[src/rtl/iob_ila_dump_ctrl_if.sv]
// IOb-native request/response bus between the ILA dump sequencer (master)
// and the ILA software-register file (slave).
interface iob_ila_dump_ctrl_if #(
  parameter int DATA_W = 32,
  parameter int ADDR_W = 4
) ();
  logic                  avalid;
  logic [ADDR_W-1:0]     addr;
  logic [DATA_W-1:0]     wdata;
  logic [DATA_W/8-1:0]   wstrb;
  logic                  ready;
  logic                  rvalid;
  logic [DATA_W-1:0]     rdata;

  modport master (
    output avalid, addr, wdata, wstrb,
    input  ready, rvalid, rdata
  );

  modport slave (
    input  avalid, addr, wdata, wstrb,
    output ready, rvalid, rdata
  );
endinterface

[src/rtl/iob_ila_dump_ctrl.sv]
// ILA readout sequencer: reads N_SAMPLES, then for every sample index writes
// INDEX, walks SIGNAL_SELECT over all slices, reads SAMPLE_DATA and pushes each
// word onto a valid/ready stream. Every request state leaves avalid low for one
// cycle before issuing, so a new request never follows an acceptance directly
// and aborts are only taken while no request is on the bus.
module iob_ila_dump_ctrl #(
  parameter int DATA_W     = 32,
  parameter int ADDR_W     = 4,
  parameter int BUFFER_W   = 5,
  parameter int N_SEL      = 1,
  parameter int NSAMP_ADDR = 9,
  parameter int INDEX_ADDR = 6,
  parameter int SEL_ADDR   = 7,
  parameter int SDATA_ADDR = 8
) (
  input  logic                clk_i,
  input  logic                cke_i,
  input  logic                arst_i,
  input  logic                start_i,
  input  logic                abort_i,
  output logic                busy_o,
  output logic                done_o,
  output logic                aborted_o,
  iob_ila_dump_ctrl_if.master iob,
  output logic [DATA_W-1:0]   data_o,
  output logic [BUFFER_W-1:0] idx_o,
  output logic [7:0]          sel_o,
  output logic                last_o,
  output logic                valid_o,
  input  logic                ready_i
);

  localparam int STRB_W = DATA_W / 8;
  localparam logic [BUFFER_W:0] NS_MAX  = {1'b1, {BUFFER_W{1'b0}}};
  localparam logic [BUFFER_W:0] IDX_ONE = {{BUFFER_W{1'b0}}, 1'b1};
  localparam logic [7:0]        SEL_LAST = 8'(N_SEL - 1);

  typedef enum logic [3:0] {
    S_IDLE   = 4'd0,
    S_RD_NS  = 4'd1,
    S_W_NS   = 4'd2,
    S_WR_IDX = 4'd3,
    S_WR_SEL = 4'd4,
    S_RD_SD  = 4'd5,
    S_W_SD   = 4'd6,
    S_PUSH   = 4'd7,
    S_DONE   = 4'd8
  } state_t;

  // Sample count is taken from the low BUFFER_W+1 bits and clipped to the buffer depth.
  function automatic logic [BUFFER_W:0] sat_nsamp(input logic [DATA_W-1:0] rd);
    if (rd[BUFFER_W:0] > NS_MAX) begin
      return NS_MAX;
    end else begin
      return rd[BUFFER_W:0];
    end
  endfunction

  state_t                state_r, state_s;
  logic                  avalid_r, avalid_s;
  logic [ADDR_W-1:0]     addr_r, addr_s;
  logic [DATA_W-1:0]     wdata_r, wdata_s;
  logic [STRB_W-1:0]     wstrb_r, wstrb_s;
  logic [BUFFER_W:0]     nsamp_r, nsamp_s;
  logic [BUFFER_W:0]     idx_r, idx_s;
  logic [7:0]            sel_r, sel_s;
  logic [DATA_W-1:0]     data_r, data_s;
  logic [BUFFER_W-1:0]   strm_idx_r, strm_idx_s;
  logic [7:0]            strm_sel_r, strm_sel_s;
  logic                  last_r, last_s;
  logic                  valid_r, valid_s;
  logic                  busy_r, busy_s;
  logic                  done_r, done_s;
  logic                  aborted_r, aborted_s;
  logic                  abort_pend_r, abort_pend_s;
  logic                  abort_now_s;
  logic [BUFFER_W:0]     nsamp_rd_s;
  logic [ADDR_W-1:0]     req_addr_s;
  logic [DATA_W-1:0]     req_wdata_s;
  logic                  req_wr_s;
  state_t                req_next_s;

  assign abort_now_s = abort_pend_r | abort_i;
  assign nsamp_rd_s  = sat_nsamp(iob.rdata);

  // Request contents and post-acceptance state for each bus-request state.
  always_comb begin
    req_addr_s  = '0;
    req_wdata_s = '0;
    req_wr_s    = 1'b0;
    req_next_s  = S_IDLE;
    case (state_r)
      S_RD_NS: begin
        req_addr_s = ADDR_W'(NSAMP_ADDR);
        req_next_s = S_W_NS;
      end
      S_WR_IDX: begin
        req_addr_s  = ADDR_W'(INDEX_ADDR);
        req_wdata_s = DATA_W'(idx_r);
        req_wr_s    = 1'b1;
        req_next_s  = S_WR_SEL;
      end
      S_WR_SEL: begin
        req_addr_s  = ADDR_W'(SEL_ADDR);
        req_wdata_s = DATA_W'(sel_r);
        req_wr_s    = 1'b1;
        req_next_s  = S_RD_SD;
      end
      S_RD_SD: begin
        req_addr_s = ADDR_W'(SDATA_ADDR);
        req_next_s = S_W_SD;
      end
      default: begin
        req_next_s = S_IDLE;
      end
    endcase
  end

  // Next-state and next-register computation for the whole sequencer.
  always_comb begin
    state_s      = state_r;
    avalid_s     = avalid_r;
    addr_s       = addr_r;
    wdata_s      = wdata_r;
    wstrb_s      = wstrb_r;
    nsamp_s      = nsamp_r;
    idx_s        = idx_r;
    sel_s        = sel_r;
    data_s       = data_r;
    strm_idx_s   = strm_idx_r;
    strm_sel_s   = strm_sel_r;
    last_s       = last_r;
    valid_s      = valid_r;
    aborted_s    = aborted_r;
    abort_pend_s = abort_pend_r | abort_i;
    case (state_r)
      S_IDLE, S_DONE: begin
        abort_pend_s = 1'b0;
        if (start_i) begin
          state_s   = S_RD_NS;
          aborted_s = 1'b0;
        end else begin
          state_s = S_IDLE;
        end
      end
      S_RD_NS, S_WR_IDX, S_WR_SEL, S_RD_SD: begin
        if (!avalid_r) begin
          if (abort_now_s) begin
            state_s      = S_DONE;
            aborted_s    = 1'b1;
            abort_pend_s = 1'b0;
          end else begin
            avalid_s = 1'b1;
            addr_s   = req_addr_s;
            wdata_s  = req_wdata_s;
            wstrb_s  = req_wr_s ? {STRB_W{1'b1}} : {STRB_W{1'b0}};
          end
        end else if (iob.ready) begin
          avalid_s = 1'b0;
          state_s  = req_next_s;
        end else begin
          state_s = state_r;
        end
      end
      S_W_NS: begin
        if (iob.rvalid) begin
          nsamp_s = nsamp_rd_s;
          idx_s   = '0;
          sel_s   = 8'd0;
          if (nsamp_rd_s == '0) begin
            state_s = S_DONE;
          end else begin
            state_s = S_WR_IDX;
          end
        end else begin
          state_s = S_W_NS;
        end
      end
      S_W_SD: begin
        if (iob.rvalid) begin
          data_s     = iob.rdata;
          strm_idx_s = idx_r[BUFFER_W-1:0];
          strm_sel_s = sel_r;
          last_s     = (idx_r == (nsamp_r - IDX_ONE)) && (sel_r == SEL_LAST);
          valid_s    = 1'b1;
          state_s    = S_PUSH;
        end else begin
          state_s = S_W_SD;
        end
      end
      S_PUSH: begin
        if (ready_i) begin
          valid_s = 1'b0;
          if (abort_now_s) begin
            state_s      = S_DONE;
            aborted_s    = 1'b1;
            abort_pend_s = 1'b0;
          end else if (sel_r < SEL_LAST) begin
            sel_s   = sel_r + 8'd1;
            state_s = S_WR_SEL;
          end else if (idx_r < (nsamp_r - IDX_ONE)) begin
            idx_s   = idx_r + IDX_ONE;
            sel_s   = 8'd0;
            state_s = S_WR_IDX;
          end else begin
            state_s = S_DONE;
          end
        end else begin
          state_s = S_PUSH;
        end
      end
      default: begin
        state_s = S_IDLE;
      end
    endcase
    busy_s = (state_s != S_IDLE) && (state_s != S_DONE);
    done_s = (state_s == S_DONE);
  end

  // State and output registers; reset wins over the clock enable.
  always_ff @(posedge clk_i) begin
    if (arst_i) begin
      state_r      <= S_IDLE;
      avalid_r     <= 1'b0;
      addr_r       <= '0;
      wdata_r      <= '0;
      wstrb_r      <= '0;
      nsamp_r      <= '0;
      idx_r        <= '0;
      sel_r        <= 8'd0;
      data_r       <= '0;
      strm_idx_r   <= '0;
      strm_sel_r   <= 8'd0;
      last_r       <= 1'b0;
      valid_r      <= 1'b0;
      busy_r       <= 1'b0;
      done_r       <= 1'b0;
      aborted_r    <= 1'b0;
      abort_pend_r <= 1'b0;
    end else if (cke_i) begin
      state_r      <= state_s;
      avalid_r     <= avalid_s;
      addr_r       <= addr_s;
      wdata_r      <= wdata_s;
      wstrb_r      <= wstrb_s;
      nsamp_r      <= nsamp_s;
      idx_r        <= idx_s;
      sel_r        <= sel_s;
      data_r       <= data_s;
      strm_idx_r   <= strm_idx_s;
      strm_sel_r   <= strm_sel_s;
      last_r       <= last_s;
      valid_r      <= valid_s;
      busy_r       <= busy_s;
      done_r       <= done_s;
      aborted_r    <= aborted_s;
      abort_pend_r <= abort_pend_s;
    end
  end

  assign iob.avalid = avalid_r;
  assign iob.addr   = addr_r;
  assign iob.wdata  = wdata_r;
  assign iob.wstrb  = wstrb_r;
  assign busy_o     = busy_r;
  assign done_o     = done_r;
  assign aborted_o  = aborted_r;
  assign data_o     = data_r;
  assign idx_o      = strm_idx_r;
  assign sel_o      = strm_sel_r;
  assign last_o     = last_r;
  assign valid_o    = valid_r;

endmodule

[src/flat_wrapper.sv]
// flat-port wrapper written by rule: the top's interface ports become plain ports
module iob_ila_dump_ctrl_flat 
#(
  parameter int DATA_W     = 32,
  parameter int ADDR_W     = 4,
  parameter int BUFFER_W   = 5,
  parameter int N_SEL      = 1,
  parameter int NSAMP_ADDR = 9,
  parameter int INDEX_ADDR = 6,
  parameter int SEL_ADDR   = 7,
  parameter int SDATA_ADDR = 8
)
  (clk_i, cke_i, arst_i, start_i, abort_i, busy_o, done_o, aborted_o, data_o, idx_o, sel_o, last_o, valid_o, ready_i, iob_avalid, iob_addr, iob_wdata, iob_wstrb, iob_ready, iob_rvalid, iob_rdata);
  iob_ila_dump_ctrl_if #(.DATA_W(DATA_W), .ADDR_W(ADDR_W)) iob_i ();
  input  logic clk_i;
  input  logic cke_i;
  input  logic arst_i;
  input  logic start_i;
  input  logic abort_i;
  output logic busy_o;
  output logic done_o;
  output logic aborted_o;
  output logic [DATA_W-1:0] data_o;
  output logic [BUFFER_W-1:0] idx_o;
  output logic [7:0] sel_o;
  output logic last_o;
  output logic valid_o;
  input  logic ready_i;
  output wire logic [$bits(iob_i.avalid)-1:0] iob_avalid;
  output wire logic [$bits(iob_i.addr)-1:0] iob_addr;
  output wire logic [$bits(iob_i.wdata)-1:0] iob_wdata;
  output wire logic [$bits(iob_i.wstrb)-1:0] iob_wstrb;
  input wire logic [$bits(iob_i.ready)-1:0] iob_ready;
  input wire logic [$bits(iob_i.rvalid)-1:0] iob_rvalid;
  input wire logic [$bits(iob_i.rdata)-1:0] iob_rdata;
  assign iob_avalid = iob_i.avalid;
  assign iob_addr = iob_i.addr;
  assign iob_wdata = iob_i.wdata;
  assign iob_wstrb = iob_i.wstrb;
  assign iob_i.ready = iob_ready;
  assign iob_i.rvalid = iob_rvalid;
  assign iob_i.rdata = iob_rdata;
  iob_ila_dump_ctrl #(.DATA_W(DATA_W), .ADDR_W(ADDR_W), .BUFFER_W(BUFFER_W), .N_SEL(N_SEL), .NSAMP_ADDR(NSAMP_ADDR), .INDEX_ADDR(INDEX_ADDR), .SEL_ADDR(SEL_ADDR), .SDATA_ADDR(SDATA_ADDR)) u_core (.clk_i(clk_i), .cke_i(cke_i), .arst_i(arst_i), .start_i(start_i), .abort_i(abort_i), .busy_o(busy_o), .done_o(done_o), .aborted_o(aborted_o), .iob(iob_i), .data_o(data_o), .idx_o(idx_o), .sel_o(sel_o), .last_o(last_o), .valid_o(valid_o), .ready_i(ready_i));
endmodule
[config.mk]
export PLATFORM = sky130hd
export DESIGN_NAME = iob_ila_dump_ctrl_flat
export DESIGN_NICKNAME = d
export VERILOG_FILES = /design/src/rtl/iob_ila_dump_ctrl_if.sv /design/src/rtl/iob_ila_dump_ctrl.sv /design/src/flat_wrapper.sv
export SDC_FILE = /design/constraint.sdc
export NUM_CORES = 1
export LEC_CHECK = 0
export ABC_CLOCK_PERIOD_IN_PS = 2400
export BUFFER_PORTS_ARGS = -buffer_cell sky130_fd_sc_hd__clkbuf_2
export CAP_MARGIN = 20
export CORE_UTILIZATION = 44
export DETAILED_ROUTE_END_ITERATION = 10
export HOLD_SLACK_MARGIN = 0.06
export PLACE_DENSITY = 0.85
export SETUP_SLACK_MARGIN = 0.15
export SKIP_CTS_REPAIR_TIMING = 1
export SLEW_MARGIN = 20
export SYNTH_ARGS = -nofsm -noshare
export SYNTH_HDL_FRONTEND = slang
export SYNTH_SLANG_ARGS = --single-unit
[constraint.sdc]
create_clock -name clk_i -period 2.4 [get_ports clk_i]
set_clock_uncertainty 0.1 [all_clocks]
set_input_delay 0.24 -clock clk_i [delete_from_list [all_inputs] [get_ports clk_i]]
set_output_delay 0.24 -clock clk_i [all_outputs]
set_load 0.01 [all_outputs]
## Word level (Yosys, flattened, before mapping)

Cells that the tools add are included.

- Add/subtract/negate cells: 3
- Muxes and demuxes: 44
- Equal/unequal tests: 20
- $lt $le $gt $ge: 3
- Bitwise operators: 3
- Reductions and logical operators: 20

Operator list:

| cell | count |
|---|---|
| two-way mux 4 bit | 10 |
| two-way mux 8 bit | 5 |
| two-way mux 6 bit | 6 |
| case mux 8 bit (2 select lines) | 2 |
| case mux 4 bit (5 select lines) | 1 |
| equality test 4 x 3 -> 1 bit (second input constant) | 4 |
| case mux 4 bit (4 select lines) | 1 |
| two-way mux 1 bit | 14 |
| != test 2 bit (second input constant) | 7 |
| case mux 3 bit (4 select lines) | 1 |
| case mux 6 bit (2 select lines) | 1 |
| adder 8 x 1 -> 8 bit (second input constant) | 1 |
| equality test 4 x 2 -> 1 bit (second input constant) | 2 |
| equality test 4 bit (second input constant) | 2 |
| zero test 8 bit | 1 |
| < comparator 8 x 1 -> 1 bit (second input constant) | 1 |
| AND reduction 4 bit | 2 |
| AND reduction 7 bit | 1 |
| adder 6 x 1 -> 6 bit (second input constant) | 1 |
| equality test 6 bit | 1 |
| > comparator 6 bit (second input constant) | 1 |
| zero test 6 bit | 1 |
| < comparator 6 bit | 1 |
| case mux 1 bit (3 select lines) | 2 |
| 19 further kinds | 24 |

- Word-level logic and storage cells: 110
- Register bits after elaboration: 116
- Bits of input ports: 40
- Output and inout port bits: 91

## Longest topological paths before layout

- Word-level depth: 9
- Gate-level depth with buffers: 11
- Gate-level depth less buffers: 10

## Worst setup path before layout

OpenSTA, ideal clock, no wires.

- Path type: register -> register
- Start point: reg u_core.nsamp_r[0]
- End point: reg u_core.idx_r[2]
- Library setup time: 60 ps
- Buffers on the path: 1
- Period minus slack after synthesis: 2560 ps
- Setup slack: -160 ps
- Required time: 2240 ps
- Stages on the path, launching flop included: 10
- Arrival: 2400 ps
- Cell sequence: dfxtp_1 or3_1 nor3_1 xnor2_1 ha_1 a211oi_1 nand4b_1 clkbuf_1 a2111o_1 nand2_1

- Longest elaborated chain between the ends: 4

RTL lines:

| element | line | source |
|---|---|---|
| start, declared | iob_ila_dump_ctrl.sv:64 | `logic [BUFFER_W:0] nsamp_r, nsamp_s;` |
| start signal, assigned | iob_ila_dump_ctrl.sv:246 | `nsamp_r <= nsamp_s;` |
| subtractor 6 x 1 -> 6 bit | iob_ila_dump_ctrl.sv:201 | `end else if (idx_r < (nsamp_r - IDX_ONE)) begin` |
| < comparator 6 bit | iob_ila_dump_ctrl.sv:201 |  |
| != test 2 x 1 -> 1 bit (no source line) | - |  |
| AND reduction 7 bit (no source line) | - |  |
| end signal, assigned | iob_ila_dump_ctrl.sv:247 | `idx_r <= idx_s;` |
| end, declared | iob_ila_dump_ctrl.sv:65 | `logic [BUFFER_W:0] idx_r, idx_s;` |

Every way passes these cells.
A chain may end at the register's enable or synchronous reset.

## Final worst setup path

- Start point: reg u_core.nsamp_r[0]
- End point: reg u_core.idx_r[5]

Same word-level chain as after synthesis.

==> impl_results.md <==
* Complex-gate fraction of the synthesized area at 0.175
* Initial antenna violation count at 0
* Adder-cell area share of the yosys netlist at 0.0296
* Post-Syn Area per Cell at 7.87 um^2
* Critical path type: flop to flop
* Slew HR at 0.579
* Initial DRC count at 214
* Inserted Diodes at 0
* Synth Flop Type: dfxtp_1
* FP Rows at 31
* Pin count of the biggest net entering global routing at 64
* Worst hold path type: input pin to flop
* Ports at 131
* Clock Pin Slew Worst Setup and Hold Paths at 70 ps
* Final core utilization at 0.600
* CTS tree: yes
* First-pass GRT wire length at 12,500 um
* Fmax at 0.397 GHz
* Final slew viol count at 0
* Worst setup margin at -118 ps
* Port bufs at 96
* Vias per cell at 5.05
* Crit path DAT at 2680 ps
* Layout cell share with drive strength beyond 1 at 0.272
* CORE AREA at 0.00733 mm^2
* Drt pass-1 iters at 4
* Clock tree sinks at 70
* Worst VDD drop at 311 uV
* Final worst path period share at 1.05
* Largest family of logic cells by synthesized area: simple AND/OR/NAND/NOR gates
* Final GP Congestion at 0.893
* Fin nets at 600
* Yosys warns at 0
* TNS Setup at -584 ps
* Leakage power at 1.88 nW
* Num CTS Buffers at 9
* Number of H-tree levels at 3
* CP Launch Type: flop
* Critical Path Fanout Max at 8
* Clock share of power at 0.356
* Final antenna-violating net count at 0
* Unrepaired setup endpoints after global routing: true
* Worst skew pair latency at 340 ps
* PwrDens at 517 mW/mm^2
* Final WL at 8550 um
* Failing checks: setup timing
* Simple logic cell fraction of the synthesized area at 0.239
* Post-DP HPWL at 5620 um
* Required @ worst endpoint at 2570 ps
* Sequential share of power at 0.526
* Synthesized flop and latch total at 70
* Yosys top cell by area: dfxtp_1
* Internal at 1.68 mW
* Grt total ovfl at 0
* Clock Tree Buf Depth at 2
* Register area share after synthesis at 0.414
* Synth top area cells: dfxtp_1, nand2_1, a21oi_1
* XOR/XNOR Fraction of Synth Area at 0.0129
* Hold Vio Cnt, Final at 0
* Drt drc at 0
* Switching pwr at 0.591 mW
* Post-synth EDFFs at 0
* Via Count at 3,303
* Die width at 89.7 um
* CP endpoint kind: flop
* Setup violations, final at 7
* Status: finished with violations
* Combinational power share at 0.118
* Root buf cell: clkbuf_8
* GRT Resource Usage Total at 0.203
* Synth Cell Area at 0.00338 mm^2
* Maxcap violations at 0
* Starting density of the core at 0.462
* Syn Inst Count at 430
* Switching power share of the total at 0.260
* Die span in y at 89.7 um
* Vias in the first global route at 2,757
* Synth top area share at 0.414
* Fin crit period at 2520 ps
* DIE AREA at 0.00804 mm^2
* Number of library cell types mapped by synthesis at 48
* Area grow syn2layout at 30.0%
* Multiplexer share of the synthesized area at 0.00296
* Worst-Margin Slew at 632 ps
* Ys async rst share at 0
* WL/cell at 13.1 um
[critical path: stages (launching register included)]
cell and delay [ps]:
dfxtp_1 310, or3_4 410, nor3_4 150, xnor2_2 80, ha_1 350, a211oi_2 240, nand4b_1 160, buf_6 160
a2111o_1 400, o21ai_1 80
[power by group through the flow]
| stage | Sequential, mW | Combinational, mW | Clock, mW |
|---|---|---|---|
| 3_5_place_dp | 1.22 | 0.223 | 0 |
| 4_1_cts | 1.20 | 0.224 | 0.834 |
| 3_3_place_gp | 1.22 | 0.220 | 0 |
| 2_1_floorplan | 1.22 | 0.188 | 0 |
| 5_1_grt | 1.20 | 0.299 | 0.887 |
| 6_report | 1.20 | 0.269 | 0.809 |
[synth_stat cells, types with 2 or more instances]
| cell | n |
|---|---|
| and2_1 | 2 |
| nor3b_1 | 4 |
| nand4_1 | 3 |
| ha_1 | 8 |
| nor3_1 | 6 |
| a211oi_1 | 4 |
| a21o_1 | 3 |
| a21oi_1 | 61 |
| a2111o_1 | 4 |
| buf_4 | 38 |
| nor2_1 | 19 |
| or3_1 | 6 |
| nor4_1 | 3 |
| nand2b_1 | 2 |
| or2_2 | 2 |
| nor2b_1 | 2 |
| nand3_1 | 14 |
| o21ai_0 | 4 |
| xor2_1 | 2 |
| dfxtp_1 | 70 |
| a31oi_1 | 4 |
| o21a_1 | 3 |
| o2111ai_1 | 3 |
| clkbuf_1 | 21 |
| a311oi_1 | 3 |
| nand2_1 | 102 |
| inv_1 | 8 |
| buf_2 | 6 |
| or3b_2 | 2 |
| xnor2_1 | 3 |
[per-stage QoR]
| stage | std cells | worst slack, ps | cell area, um^2 | hold WS, ps | total power, mW |
|---|---|---|---|---|---|
| after floorplan | 463 | 3.33 | 3540 | 276 | 1.41 |
| after global placement | 613 | 7.92 | 3910 | 332 | 1.44 |
| after detailed placement | 613 | -93.6 | 3910 | 345 | 1.45 |
| after CTS | 627 | -108 | 4070 | -1.16 | 2.26 |
| after global routing | 654 | -237 | 4400 | 58.0 | 2.39 |
| final | 654 | -118 | 4400 | 22.3 | 2.28 |
[worst paths after layout]
path / startpoint / to / slack [ps] / cells after the start
max: u_core.nsamp_r[0] / u_core.idx_r[5] / -120 / 9
min: iob_rdata[7] / u_core.data_o[7] / 20 / 3
max reg2reg: u_core.nsamp_r[0] / u_core.idx_r[5] / -120 / 9
min reg2reg: u_core.iob.wdata[3] / u_core.iob.wdata[3] / 350 / 2
[final cells by class]
| cell class | instances | area (um^2) |
|---|---|---|
| inverters | 8 | 30.0 |
| fillers | 653 | 2930 |
| clock inverters | 4 | 25.0 |
| clock buffers | 10 | 138 |
| multi-input cells | 320 | 1770 |
| well taps | 99 | 124 |
| flip-flops and latches | 70 | 1400 |
| repair buffers | 143 | 915 |
[state kept, by name (all words and copies together), names as in the netlist]
name and count:
u_core.idx_o 5, u_core.last_o 1, u_core.iob.avalid 1, u_core.busy_o 1, u_core.nsamp_r 6, u_core.valid_o 1
u_core.iob.wstrb 1, u_core.idx_r 6, u_core.data_o 32, u_core.iob.wdata 6, u_core.aborted_o 1, u_core.abort_pend_r 1
u_core.iob.addr 3, u_core.done_o 1, u_core.state_r 4
[routing by layer]
layer	vias to the layer above	routed length (um)	track usage	part of all wire
met4	0	191	0.0851	0.022
li1	1644	-	-	-
met1	1519	3700	0.262	0.43
met3	18	431	0.0366	0.050
met5	-	0	0	0
met2	122	4230	0.334	0.49
[placed cells by master (no fill, tap or decap), types with 3 or more instances in the layout]
cell,count
a2111o_1,4
a211oi_1,3
a21o_1,3
a21oi_1,60
a311oi_1,3
a31oi_1,3
buf_4,19
clkbuf_2,96
clkbuf_8,10
conb_1,34
dfxtp_1,70
dlygate4sd3_1,26
ha_1,8
inv_1,8
nand2_1,102
nand3_1,14
nand4_1,3
nor2_1,19
nor3_1,4
nor3b_1,4
o21a_1,3
or3_1,5
[kinds of logic after synthesis]
logic type | Yosys count
AOI/OAI and AO/OA | 97
xor gates and xnor gates | 5
adders and majority gates | 8
buffers and inverters | 73
DFF | 70
muxes | 1
other | 1
and+or+nand+nor | 175
(Power assumes the default switching activity.)
